### config.mk
export PLATFORM = sky130hd
export DESIGN_NAME = wash_phase_timer
export DESIGN_NICKNAME = d
export VERILOG_FILES = /design/src/rtl/wash_pkg.sv /design/src/rtl/wash_tick_gen.sv /design/src/rtl/wash_phase_timer.sv
export SDC_FILE = /design/constraint.sdc
export NUM_CORES = 1
export LEC_CHECK = 0
export BUFFER_PORTS_ARGS = -buffer_cell sky130_fd_sc_hd__buf_2
export CORE_AREA = 2 2 63 71
export CTS_CLUSTER_SIZE = 40
export DETAILED_ROUTE_END_ITERATION = 16
export DIE_AREA = 0 0 65 73
export SLEW_MARGIN = 10
export SYNTH_ARGS = -nofsm -noshare
export SYNTH_HDL_FRONTEND = slang
export SYNTH_SLANG_ARGS = --single-unit
### constraint.sdc
create_clock -name clk -period 6.7 [get_ports clk]
set_clock_uncertainty 0.15 [all_clocks]
set_input_delay 0.67 -clock clk [delete_from_list [all_inputs] [get_ports clk]]
set_output_delay 0.67 -clock clk [all_outputs]
set_load 0.01 [all_outputs]
### src/rtl/wash_pkg.sv
// Shared definitions for the washing-machine timing stage and its controller bench.
// Holds the timer state encoding, phase tags and default durations.
package wash_pkg;

  localparam int DEF_PRESCALE    = 100;
  localparam int DEF_CNT_W       = 16;
  localparam int DEF_CYCLE_UNITS = 600;
  localparam int DEF_SPIN_UNITS  = 300;

  typedef enum logic [1:0] {
    IDLE      = 2'd0,
    RUN_CYCLE = 2'd1,
    RUN_SPIN  = 2'd2,
    EXPIRED   = 2'd3
  } timer_state_t;

  typedef enum logic {
    PH_CYCLE = 1'b0,
    PH_SPIN  = 1'b1
  } phase_t;

  // A prescaler of one cycle still needs a 1-bit register to stay legal.
  function automatic int presc_width(input int prescale);
    return (prescale > 1) ? $clog2(prescale) : 1;
  endfunction

endpackage

### src/rtl/wash_tick_gen.sv
// Prescaler for the phase timer: emits a one-cycle tick each time it wraps.
// clear has priority over enable and returns the count to zero.
module wash_tick_gen
  import wash_pkg::*;
#(
  parameter int PRESCALE = DEF_PRESCALE
) (
  input  logic clk,
  input  logic reset,
  input  logic clear,
  input  logic enable,
  output logic tick
);

  localparam int PS_W = presc_width(PRESCALE);
  localparam logic [PS_W-1:0] LAST = PS_W'(PRESCALE - 1);

  logic [PS_W-1:0] count;
  logic            wrap;

  assign wrap = (count == LAST);
  assign tick = enable & ~clear & wrap;

  always_ff @(posedge clk or posedge reset) begin
    if (reset) begin
      count <= '0;
    end else if (clear) begin
      count <= '0;
    end else if (enable) begin
      count <= wrap ? '0 : count + PS_W'(1);
    end
  end

endmodule

### src/rtl/wash_phase_timer.sv
// Times the wash-agitation and spin phases for the washing-machine controller.
// Timeouts are level outputs held until the requesting enable drops.
module wash_phase_timer
  import wash_pkg::*;
#(
  parameter int PRESCALE    = DEF_PRESCALE,
  parameter int CNT_W       = DEF_CNT_W,
  parameter int CYCLE_UNITS = DEF_CYCLE_UNITS,
  parameter int SPIN_UNITS  = DEF_SPIN_UNITS
) (
  input  logic             clk,
  input  logic             reset,
  input  logic             cycle_en,
  input  logic             spin_en,
  input  logic             pause,
  output logic             cycle_timeout,
  output logic             spin_timeout,
  output logic             busy,
  output logic [CNT_W-1:0] remaining
);

  timer_state_t     state;
  phase_t           phase;
  logic [CNT_W-1:0] counter;
  logic             running;
  logic             phase_en;
  logic             tick_clear;
  logic             tick_enable;
  logic             tick;

  // counter is only non-zero in RUN states, so it doubles as the display value.
  assign remaining = counter;

  always_comb begin
    running     = ((state == RUN_CYCLE) && cycle_en) ||
                  ((state == RUN_SPIN)  && spin_en);
    phase_en    = (phase == PH_CYCLE) ? cycle_en : spin_en;
    tick_clear  = ~running;
    tick_enable = running & ~pause;
  end

  wash_tick_gen #(
    .PRESCALE (PRESCALE)
  ) u_tick_gen (
    .clk    (clk),
    .reset  (reset),
    .clear  (tick_clear),
    .enable (tick_enable),
    .tick   (tick)
  );

  always_ff @(posedge clk or posedge reset) begin
    if (reset) begin
      state         <= IDLE;
      phase         <= PH_CYCLE;
      counter       <= '0;
      busy          <= 1'b0;
      cycle_timeout <= 1'b0;
      spin_timeout  <= 1'b0;
    end else begin
      case (state)
        IDLE: begin
          if (cycle_en) begin
            state   <= RUN_CYCLE;
            phase   <= PH_CYCLE;
            counter <= CNT_W'(CYCLE_UNITS);
            busy    <= 1'b1;
          end else if (spin_en) begin
            state   <= RUN_SPIN;
            phase   <= PH_SPIN;
            counter <= CNT_W'(SPIN_UNITS);
            busy    <= 1'b1;
          end
        end
        RUN_CYCLE, RUN_SPIN: begin
          if (!running) begin
            // Abort: no resume, the next request reloads a full duration.
            state   <= IDLE;
            counter <= '0;
            busy    <= 1'b0;
          end else if (tick) begin
            if (counter == CNT_W'(1)) begin
              state         <= EXPIRED;
              counter       <= '0;
              busy          <= 1'b0;
              cycle_timeout <= (phase == PH_CYCLE);
              spin_timeout  <= (phase == PH_SPIN);
            end else begin
              counter <= counter - CNT_W'(1);
            end
          end
        end
        EXPIRED: begin
          // The other enable is ignored here; it is picked up from IDLE.
          if (!phase_en) begin
            state         <= IDLE;
            cycle_timeout <= 1'b0;
            spin_timeout  <= 1'b0;
          end
        end
        default: begin
          state <= IDLE;
        end
      endcase
    end
  end

endmodule
-- Word level (Yosys, flattened, before mapping)
Cells that the tools add are included.
- $add $sub $neg: 2
- equal/unequal tests: 13
- multiplexer cells: 33
- bitwise operators: 5
- reduce and logical (&&, ||, !) cells: 13
- operator list (operator ; count):
    2-to-1 mux 16 bit ; 5
    case mux 16 bit (2 select lines) ; 1
    2-to-1 mux 7 bit ; 3
    equality test 16 x 1 -> 1 bit, second input constant ; 1
    subtractor 16 x 1 -> 16 bit, second input constant ; 1
    2-to-1 mux 1 bit ; 14
    2-to-1 mux 2 bit ; 6
    inequality test 3 bit, second input constant ; 3
    inequality test 2 bit, second input constant ; 4
    AND reduction 4 bit ; 2
    adder 7 x 1 -> 7 bit, second input constant ; 1
    equality test 7 bit, second input constant ; 1
    case mux 1 bit (2 select lines) ; 3
    case mux 2 bit (3 select lines) ; 1
    nonzero test 2 bit ; 3
    AND reduction 5 bit ; 1
    equality test 2 bit, second input constant ; 2
    AND 1 bit ; 3
    AND reduction 3 bit ; 1
    equality test 2 x 1 -> 1 bit, second input constant ; 1
    logical AND 1 bit ; 2
    logical NOT 2 bit ; 1
    inequality test 2 x 1 -> 1 bit, second input constant ; 1
    inverter 1 bit ; 2
    3 further kinds ; 3
- register bits: 29
- output and inout bits: 19
- logic and storage cells: 73

-- Logic depth before layout (Yosys ltp)
Gate-level depths: netlist (run 1).
- depth in word-level cells: 9
- mapped depth: 9
- depth with buffers taken out: 7

-- Hierarchy
A second synthesis (run 1) with hierarchy kept.
- cell total of the unflattened synthesis: 209
- area, all modules: 1838.0 sq um
- by module, submodules not included (module ; times used ; cells each ; area each (sq um)):
    wash_phase_timer ; 1 ; 167 ; 1435.1
    wash_tick_gen ; 1 ; 42 ; 402.9

-- Worst setup path after synthesis (run 1)
No wires, ideal clock.
- kind: reg2reg
- start point: register state[0]
- end point: register counter[15] (netlist: remaining[15])
- library setup time: 0.076 ns
- data arrival time: 1.981 ns
- required time: 6.474 ns
- setup slack: 4.493 ns
- stages on the path, launching flop included: 9
- period minus slack after synthesis: 2.207 ns
- path through: dfrtp_1 -> inv_1 -> ha_1 -> buf_2 -> inv_1 -> nor2_1 -> or2b_2 -> or4_1 -> o21ai_1
- longest elaborated chain between the ends: 8
- ends and longest elaborated chain (element ; RTL line ; RTL):
    from (decl) ; wash_phase_timer.sv:22 ; timer_state_t state;
    from (signal assigned) ; wash_phase_timer.sv:54 ; state <= IDLE;
    from (signal assigned) ; wash_phase_timer.sv:64 ; state <= RUN_CYCLE;
    from (signal assigned) ; wash_phase_timer.sv:69 ; state <= RUN_SPIN;
    equality test 2 x 1 -> 1 bit or equality test 2 bit (tied branches) ; wash_phase_timer.sv:35, wash_phase_timer.sv:61, wash_phase_timer.sv:36 ;
    logical AND 1 bit, on equally long branches ; wash_phase_timer.sv:35, wash_phase_timer.sv:36 ;
    logical OR 1 bit ; wash_phase_timer.sv:35 ; running = ((state == RUN_CYCLE) && cycle_en) ||
    AND 1 bit ; wash_phase_timer.sv:39 ; tick_enable = running & ~pause;
    AND 1 bit (2 in a row) ; wash_tick_gen.sv:22 ; assign tick = enable & ~clear & wrap;
    inequality test 3 bit (no source line) ; n/a ;
    AND reduction 3 bit (no source line) ; n/a ;
    to (signal assigned) ; wash_phase_timer.sv:66 ; counter <= CNT_W'(CYCLE_UNITS);
    to (signal assigned) ; wash_phase_timer.sv:71 ; counter <= CNT_W'(SPIN_UNITS);
    to (signal assigned) ; wash_phase_timer.sv:89 ; counter <= counter - CNT_W'(1);
    to (decl) ; wash_phase_timer.sv:24 ; logic [CNT_W-1:0] counter;
Several ways; a longest one is shown, not always the timed one.
A chain may end at the register's enable or synchronous reset.

-- Worst setup path in the final report (run 1)
- start point: register state[0]
- end point: register counter[14] (netlist: remaining[14])
Same word-level chain as after synthesis.

==> results of run 1 <==
## area by class of cell
class	count	area, µm²
Tap cell	54	67.56
Multi-Input combinational cell	146	980.9
Inverter	18	67.56
Timing Repair Buffer	24	122.6
Sequential cell	29	725.7
Clock buffer	8	80.08
Fill cell	399	2053
## registers in the layout, summed over array words and instances, names as in the netlist
| signal | cells |
|---|---|
| busy | 1 |
| cycle_timeout | 1 |
| spin_timeout | 1 |
| phase | 1 |
| remaining | 16 |
| u_tick_gen.count | 7 |
| state | 2 |
## metal layers
| layer | vias up | share of wire (%) | wire length (µm) | track usage, % |
|---|---|---|---|---|
| li1 | 784 | - | - | - |
| met3 | 6 | 4.1 | 167 | 5.247 |
| met4 | 0 | 1.6 | 64 | 7.565 |
| met1 | 772 | 46 | 1847 | 23.04 |
| met5 | - | 0 | 0 | 0 |
| met2 | 36 | 49 | 1972 | 31.84 |
## placed cells by master, fill, tap and decap left out, types with 2 or more instances in the layout
| cell type | n |
|---|---|
| o2bb2ai_1 | 3 |
| o21ai_1 | 2 |
| buf_2 | 23 |
| o22ai_1 | 4 |
| a31oi_1 | 7 |
| dfrtp_1 | 29 |
| and4_1 | 2 |
| nor2_1 | 8 |
| a2bb2oi_1 | 3 |
| and3_1 | 3 |
| clkbuf_8 | 5 |
| or4_1 | 2 |
| ha_1 | 7 |
| clkbuf_1 | 3 |
| a41oi_1 | 2 |
| o21ai_0 | 9 |
| nor3_1 | 6 |
| nand2_1 | 19 |
| nand2b_1 | 5 |
| nand4_1 | 2 |
| nor4_1 | 2 |
| mux2i_1 | 2 |
| a21oi_1 | 20 |
| inv_1 | 18 |
| nor4b_1 | 2 |
| nand3_1 | 9 |
| nor3b_1 | 2 |
## metrics by stage
| stage | hold WS, ps | power, µW | cells | setup slack [ps] |
|---|---|---|---|---|
| 5_1_grt | 340.7 | 982.3 | 279 | 3920 |
| 6_report | 290.5 | 904.0 | 279 | 4154 |
| 2_1_floorplan | 316.1 | 642.0 | 197 | 4493 |
| 3_3_place_gp | 321.1 | 754.7 | 271 | 4156 |
| 4_1_cts | 309.7 | 909.1 | 279 | 4151 |
| 3_5_place_dp | 331.0 | 767.9 | 271 | 4103 |
## critical path: stages, from the launching register on
cell     delay (ps)
dfrtp_1         390
inv_1            80
ha_1            500
nand2_1         170
nor2_1          700
nand2_4         150
o41ai_2         300
## worst paths after layout
path                                 end  slack (ps)
setup / recovery           remaining[14]        4150
min in group clk            spin_timeout         350
max in group asynchronous          phase        5830
setup reg to reg           remaining[14]        4150
hold reg to reg             spin_timeout         350
hold / removal             remaining[15]         290
## power by group through the flow
stage	Sequential (µW)	Clock (µW)	Combinational [µW]
after floorplan	284	0	358
after global placement	277	0	478
after detailed placement	282	0	486
after CTS	279	141	490
after global routing	286	148	548
final	278	137	489
## kinds of logic after synthesis
kind of cell / count (synthesis) / synth area share [%]
buffers and inverters: 22 / 4.749
flip-flops: 29 / 40.50
multiplexers: 4 / 2.374
adder cells (fa/ha/maj): 7 / 4.888
AND/OR/NAND/NOR: 72 / 23.39
AO/OA/AOI/OAI: 63 / 24.09
==> impl_metrics.tcl, run 1 <==
set metrics [dict create \
    synth_top_area_share_pct 40.50 \
    cp-end-kind "flip-flop" \
    clkPwrFrac_pct 15.1 \
    die_h_um 73 \
    vias_per_cell 5.728 \
    clockBufferDepth 2 \
    internal-power_uw 482.0 \
    route.antenna.remaining_nets 0 \
    switching_share_pct 46.68 \
    cp.arrival_ps 2570 \
    clkTransAtPathRegs_ps 60 \
    synth_area_leaders "dfrtp_1 (41%), a21oi_1 (5.6%), ha_1 (4.9%)" \
    p_sw_uw 422.0 \
    drt_wl_total_mm 4.052 \
    rsz0062_at_grt "no" \
    clkSinkCount 29 \
    setup_viol 0 \
    power_leakage_uw 0.0009271 \
    hold_buffers 0 \
    wl_per_cell_um 14.52 \
    fp.dieW_um 65 \
    vias 1598 \
    pin_count 24 \
    cp_max_fo 12 \
    finalCritPeriodShare_pct 38.00 \
    grt_usage_pct 18.97 \
    grt-ovfl-total 0 \
    h-tree-depth 2 \
    power_frac_comb_pct 54.1 \
    synth_seq_area_share_pct 40.50 \
    async_reset_ff_share_pct 100.0 \
    clockRootBuffer "clkbuf_8" \
    drt_pre_antenna_iters 4 \
    core_area_mm2 0.004098 \
    rows 25 \
    drc 0 \
    grt_max_degree 30 \
    synthFlopType "dfrtp_1" \
    cts_setup_buffers 0 \
    layout-drive-gt1-share_pct 18.22 \
    final_nets 236 \
    r2r-start "state[0]" \
    final_util_pct 49.89 \
    syn_nets 209 \
    worstSkewPairLatency_ps 280 \
    synth_most_common_cell "dfrtp_1" \
    cts_buffers 5 \
    pwr_density_cell_mw_per_mm2 442.2 \
    synth_edf_count 0 \
    ys_ff_latch 29 \
    cp-start-kind "flip-flop" \
    status "completed" \
    worstRegToRegCells 6 \
    antenna_found_initial 0 \
    crit_required_ps 6730 \
    critical_path_class "reg2reg" \
    finalCriticalPeriod_ps 2546 \
    grt_pass1_wl_mm 6.817 \
    yosysWarnings 0 \
    synth.avg_cell_area_um2 9.095 \
    ys_types 51 \
    hold_violations 0 \
    power_frac_seq_pct 30.8 \
    gp_congestion 0.8604 \
    synthCells 197 \
    diodes 0 \
    startpoint "state[0]" \
    portBuffers 23 \
    synthTopCellsByCount "dfrtp_1 (29), a21oi_1 (20), nand2_1 (19)" \
    netlist_area_mm2 0.001792 \
    max_cap_viol_count 0 \
    max_slew_margin_pct 42.62 \
    finalSetupTns_ps 0 \
    fin_area_mm2 0.002044 \
    start_util_pct 43.73 \
    slew_viol_final 0 \
    place_area_mm2 0.001964 \
    yosys.area.top_type "dfrtp_1" \
    cts_resized 0 \
    ir_drop_uv 143.0 \
    die-area_mm2 0.004745 \
    tightest_slew_ps 857.5 \
    cts_tree "built" \
    fmax_ghz 0.3927 \
    hold_class "in2async" \
    first_iter_violations 83 \
    areaGrowthSynthToFinish_pct 14.11 \
    dp_hpwl_mm 2.969 \
    grt_pass1_vias 1481 \
]
No activity file was read; power rests on OpenSTA's default activity.
==> run 2, diff against run 1 <==
- ABC_AREA: unset -> 1
- CORE_AREA: 2 2 63 71 -> 2 2 67 75
- DIE_AREA: 0 0 65 73 -> 0 0 69 77
- clock period: 6.7 -> 2.48 ns (I/O delays scaled with it)
==> run 2 against run 1 <==
Compared with the run above:
- worst hold slack lost 170 ps
- critical path depth grew 5
- critical endpoint is now remaining[15]
- synthesized cell count grew 48%
- largest power group unchanged
==> impl_metrics.tcl, run 2 <==
set metrics [dict create \
    fmax_ghz 0.5071 \
    die_h_um 77 \
    p_sw_uw 1427 \
    syn_nets 304 \
    fin_area_mm2 0.002347 \
    cp_max_fo 19 \
    ys_types 29 \
    hold_start "pause" \
    rows 26 \
    synth.avg_cell_area_um2 6.993 \
    critical_path_class "reg2reg" \
    final_util_pct 51.54 \
    gp_congestion 0.8564 \
    tightest_slew_ps 390.8 \
    ir_drop_uv 678.2 \
    r2r_end "remaining[15]" \
    drc 0 \
    power_frac_comb_pct 54.5 \
    finalSetupTns_ps 0 \
    diodes 0 \
    clockRootBuffer "clkbuf_8" \
    status "completed" \
    clockBufferDepth 2 \
    synthFlopType "dfrtp_1" \
    hold_violations 0 \
    clkPwrFrac_pct 19.9 \
    areaGrowthSynthToFinish_pct 14.95 \
    max_cap_viol_count 0 \
    dp_hpwl_mm 3.412 \
    hold_class "in2reg" \
    whs_path_depth 4 \
    final_common_cell "nand2_1" \
    place_inst 370 \
    worstRegToRegCells 11 \
    synth_top_area_share_pct 35.54 \
    internal-power_uw 1540 \
    max_slew_margin_pct 73.94 \
    first_iter_violations 120 \
    place_area_mm2 0.002203 \
    die-area_mm2 0.005313 \
    r2r-start "state[0]" \
    layout-drive-gt1-share_pct 16.72 \
    core_area_mm2 0.004554 \
    cp-end-kind "flip-flop" \
    layout_common_cells "nand2_1 (96), nor2_1 (42), inv_1 (31)" \
    grt_max_degree 30 \
    synthCells 292 \
    holdPathEnd "u_tick_gen.count[1]" \
    clkTransAtPathRegs_ps 70 \
    cp.arrival_ps 2000 \
    synthTopCellsByCount "nand2_1 (96), nor2_1 (42), inv_1 (31)" \
    finalCriticalPeriod_ps 1972 \
    async_reset_ff_share_pct 100.0 \
    ff2ff_setup_slack_ps 510 \
    cts_buffers 5 \
    synth_most_common_cell "nand2_1" \
    final_nets 334 \
    synth_area_leaders "dfrtp_1 (36%), nand2_1 (18%), nor2_1 (7.7%)" \
    pwr_density_cell_mw_per_mm2 1264 \
    yosysWarnings 0 \
    final_cells 379 \
    cp-start-kind "flip-flop" \
    worstSkewPairLatency_ps 280 \
    fp.dieW_um 69 \
    route.antenna.remaining_nets 0 \
    wl_per_cell_um 12.17 \
    drt_wl_total_mm 4.612 \
    synth_seq_area_share_pct 35.54 \
    grt-ovfl-total 0 \
    yosys.area.top_type "dfrtp_1" \
    cts_resized 0 \
    start_util_pct 44.84 \
    grt_pass1_wl_mm 8.176 \
    drt_pre_antenna_iters 4 \
    power_leakage_uw 0.001218 \
    netlist_area_mm2 0.002042 \
    power_frac_seq_pct 25.6 \
    synth_edf_count 0 \
    ys_ff_latch 29 \
    clkSinkCount 29 \
    h-tree-depth 2 \
    finalCritPeriodShare_pct 79.52 \
    antenna_found_initial 0 \
    cts_setup_buffers 0 \
    grt_usage_pct 19.12 \
    vias 1877 \
    portBuffers 23 \
    grt_pass1_vias 1785 \
    rsz0062_at_grt "no" \
    largest_reg_flops 16 \
    pin_count 24 \
    switching_share_pct 48.11 \
    slew_viol_final 0 \
    vias_per_cell 4.953 \
    cts_tree "built" \
    setup_viol 0 \
    crit_required_ps 2500 \
]
-- run 2: cell count changes after synthesis, sizes merged, moves of 5 or more --
cell	change
nand3	+23
nor2	+39
nand2b	-5
xnor2	+6
a21oi	-17
a31oi	-6
inv	+17
nand2	+80
o21ai	+7
-- run 2: worst max-delay path, cell delays in order (launching register included) --
cell,delay (ps)
dfrtp_1,410
inv_1,90
ha_1,140
inv_1,60
o21ai_4,240
inv_4,120
nor2_8,120
nand2_4,70
nand3_4,190
inv_6,110
nand3_1,100
nand2_1,50
-- run 2: worst max path at each step --
stage	start	to	slack, ps	cells past startpoint
floorplan	state[0]	remaining[10]	700	12
global placement	state[0]	remaining[1]	560	8
detailed placement	state[0]	remaining[15]	510	11
CTS	state[0]	remaining[15]	490	11
global route	state[0]	remaining[14]	340	10
finish	state[0]	remaining[15]	510	11
-- run 2: logic make-up after synthesis --
group                      count (synthesis)  share of synthesized area (%)
xor gates and xnor gates                  10                          4.289
adders and majority gates                  7                          4.289
buffers and inverters                     38                          8.701
AOI/OAI and AO/OA                         25                          6.985
and+or+nand+nor                          183                          40.20
DFF                                       29                          35.54
-- run 2: what timing repair did --
item                                   4_1_cts  5_1_grt
hold buffers                                 1        0
endpoints found under the hold margin       29        0
setup endpoints to repair                    0        0
-- run 2: power by group through the flow --
stage | Clock (µW) | Combinational (µW) | Sequential [µW]
2_1_floorplan | 0 | 1280 | 779
3_3_place_gp | 0 | 1610 | 763
3_5_place_dp | 0 | 1610 | 768
4_1_cts | 604 | 1630 | 761
5_1_grt | 632 | 1840 | 784
6_report | 589 | 1620 | 761
-- run 2: final cells by class --
cell class,count,area (µm²)
Clock buffer,5,68.82
Clock inverter,3,65.06
Fill cell,473,2207
Inverter,35,138.9
Multi-Input combinational cell,225,1139
Sequential cell,29,725.7
Tap cell,56,70.07
Timing Repair Buffer,26,140.1
-- run 2: through the flow --
step | hold WS, ps | setup slack (ps) | total power, µW
2_1_floorplan | 176.1 | 699.4 | 2063
6_report | 124.9 | 508.0 | 2967
3_5_place_dp | 212.6 | 514.5 | 2381
5_1_grt | 155.9 | 340.1 | 3258
4_1_cts | 122.1 | 492.1 | 2994
3_3_place_gp | 192.0 | 558.6 | 2376
-- run 2: per-layer routing --
layer  vias to the layer above  part of all wire, %  routed length (µm)  global-route usage, %
met2                        36                   45                2063                  30.29
met5                         -                    0                   0                      0
li1                        975                    -                   -                      -
met1                       857                   49                2260                  25.81
met4                         0                  1.7                  80                  6.863
met3                         9                  4.5                 207                  3.942
==> run 3, diff against run 2 <==
- clock period: 2.48 -> 2 ns (I/O delays scaled with it)
==> run 3 against run 2 <==
Compared with the run above:
- final cell count rose by 4.5%
- clock power rose by 7.6%
- critical path depth fell by 1
- final area rose by 5.1%
- worst setup slack got worse by 380 ps
- maximum frequency rose by 5.5%
- die area did not move
- clock-buffer cell count rose by 2
- worst hold slack got worse by 36 ps
- power rose by 29%
- global-route usage rose by 1.4 points
- critical path type unchanged
==> impl_metrics.tcl, run 3 (synthesized netlist as in run 2, its figures left out) <==
set metrics [dict create \
    drt_wl_total_mm 4.878 \
    areaGrowthSynthToFinish_pct 20.83 \
    place_inst 383 \
    clockRootBuffer "clkbuf_8" \
    wl_per_cell_um 12.32 \
    start_util_pct 44.84 \
    cp-end-kind "flip-flop" \
    diodes 0 \
    crit_required_ps 2020 \
    power_frac_seq_pct 23.1 \
    grt_usage_pct 20.50 \
    fin_ws_ps 130.6 \
    largest_reg_flops 16 \
    finalCriticalPeriod_ps 1869 \
    slew_viol_final 0 \
    tightest_slew_ps 378.3 \
    fillCellCount 485 \
    fp.dieW_um 69 \
    ir_drop_uv 897.8 \
    pwr_density_cell_mw_per_mm2 1557 \
    grt_pass1_wl_mm 8.714 \
    critical_path_class "reg2reg" \
    cts_tree "built" \
    cts_buffers 5 \
    antenna_found_initial 0 \
    clkPwrFrac_pct 16.5 \
    p_sw_uw 1839 \
    max_slew_margin_pct 74.78 \
    hold_violations 0 \
    gp_congestion 0.9151 \
    clkTransAtPathRegs_ps 70 \
    dp_hpwl_mm 3.723 \
    switching_share_pct 47.86 \
    vias_per_cell 4.942 \
    route.antenna.remaining_nets 0 \
    dp_worst_setup_slack_ps 49.27 \
    final_nets 351 \
    vias 1957 \
    rows 26 \
    cp-start-kind "flip-flop" \
    die-area_mm2 0.005313 \
    power_frac_comb_pct 60.4 \
    drc 0 \
    core_area_mm2 0.004554 \
    finalCritPeriodShare_pct 93.47 \
    worstSkewPairLatency_ps 280 \
    portBuffers 23 \
    grt_max_degree 30 \
    layout_common_cells "nand2_1 (96), nor2_1 (41), inv_1 (30)" \
    final_cells 396 \
    status "completed" \
    grt_pass1_vias 1861 \
    fmax_ghz 0.5349 \
    pin_count 24 \
    cp_max_fo 8 \
    die_h_um 77 \
    layout-drive-gt1-share_pct 21.18 \
    first_iter_violations 135 \
    cp.arrival_ps 1890 \
    internal-power_uw 2003 \
    max_cap_viol_count 0 \
    final_common_cell "nand2_1" \
    grt-ovfl-total 0 \
    clockBufferDepth 2 \
    h-tree-depth 2 \
    hold_class "in2reg" \
    drt_pre_antenna_iters 4 \
    setup_viol 0 \
    power_leakage_uw 0.001296 \
    clkSinkCount 29 \
]
-- run 3: changes by cell type in the layout (fill, tap and decap cells not counted), sizes merged --
| cell | before | now |
|---|---|---|
| buf | 25 | 42 |
| clkbuf | 5 | 7 |
| bufinv | 2 | 1 |
| clkinv | 1 | 0 |
-- run 3: metrics by stage --
step                      util [%]  power [µW]  hold WS, ps  instance area [µm²]  TNS [ps]
final                        54.18        3841        89.19                 2467         0
after global routing         54.18        4228        117.0                 2467    -5.288
after CTS                    53.30        3764        89.88                 2427         0
after floorplan                  -        2558        128.1                 2042         0
after global placement       50.52        3094        145.7                 2301         0
after detailed placement     50.52        3109        149.0                 2301         0
-- run 3: worst max-delay path, cell delays in order (launching register included) --
cell and delay, ps:
dfrtp_1 410, inv_1 100, ha_1 150, inv_1 50, o21ai_4 210, nand3_2 140, nand2_4 90, nand3_4 130
buf_4 200, nand2_1 50, nand2_1 60
-- run 3: final cells by class --
type                    count  area [µm²]  share of cell area (%)
flip-flops and latches     29       725.7                   29.41
multi-input cells         225        1146                   46.45
clock buffers               7       86.33                   3.499
clock inverters             1       30.03                   1.217
inverters                  35       141.4                   5.730
repair buffers             43       267.8                   10.85
well taps                  56       70.07                   2.840
-- run 3: metal layers --
layer	vias to the layer above	routed length, µm	track usage [%]	share of wire, %
met5	-	0	0	0
met4	0	57	6.471	1.2
met3	5	238	4.468	4.9
met2	40	2334	33.27	48
met1	901	2247	27.22	46
li1	1011	-	-	-
-- run 3: repair_timing --
| action | in CTS | in global routing |
|---|---|---|
| resized for setup | 0 | 5 |
| endpoints found under the hold margin | 29 | 0 |
| hold buffers | 1 | 0 |
| setup buffers | 0 | 4 |
| setup endpoints to repair | 0 | 18 |
-- run 3: final timing paths --
kind | slack [ps] | from | depth (start not counted) | to
setup / recovery | 130 | state[0] | 10 | remaining[12]
hold / removal | 90 | pause | 4 | u_tick_gen.count[1]
setup reg to reg | 130 | state[0] | 10 | remaining[12]
hold reg to reg | 330 | spin_timeout | 2 | spin_timeout
max in group asynchronous | 1040 | reset | 4 | remaining[11]
min in group asynchronous | 380 | reset | 4 | u_tick_gen.count[0]
-- run 3: power by group through the flow --
stage,clock [µW],combinational (µW),sequential [µW]
global placement,0,2200,890
global route,685,2630,910
finish,634,2320,887
floorplan,0,1590,966
detailed placement,0,2210,895
CTS,653,2230,885
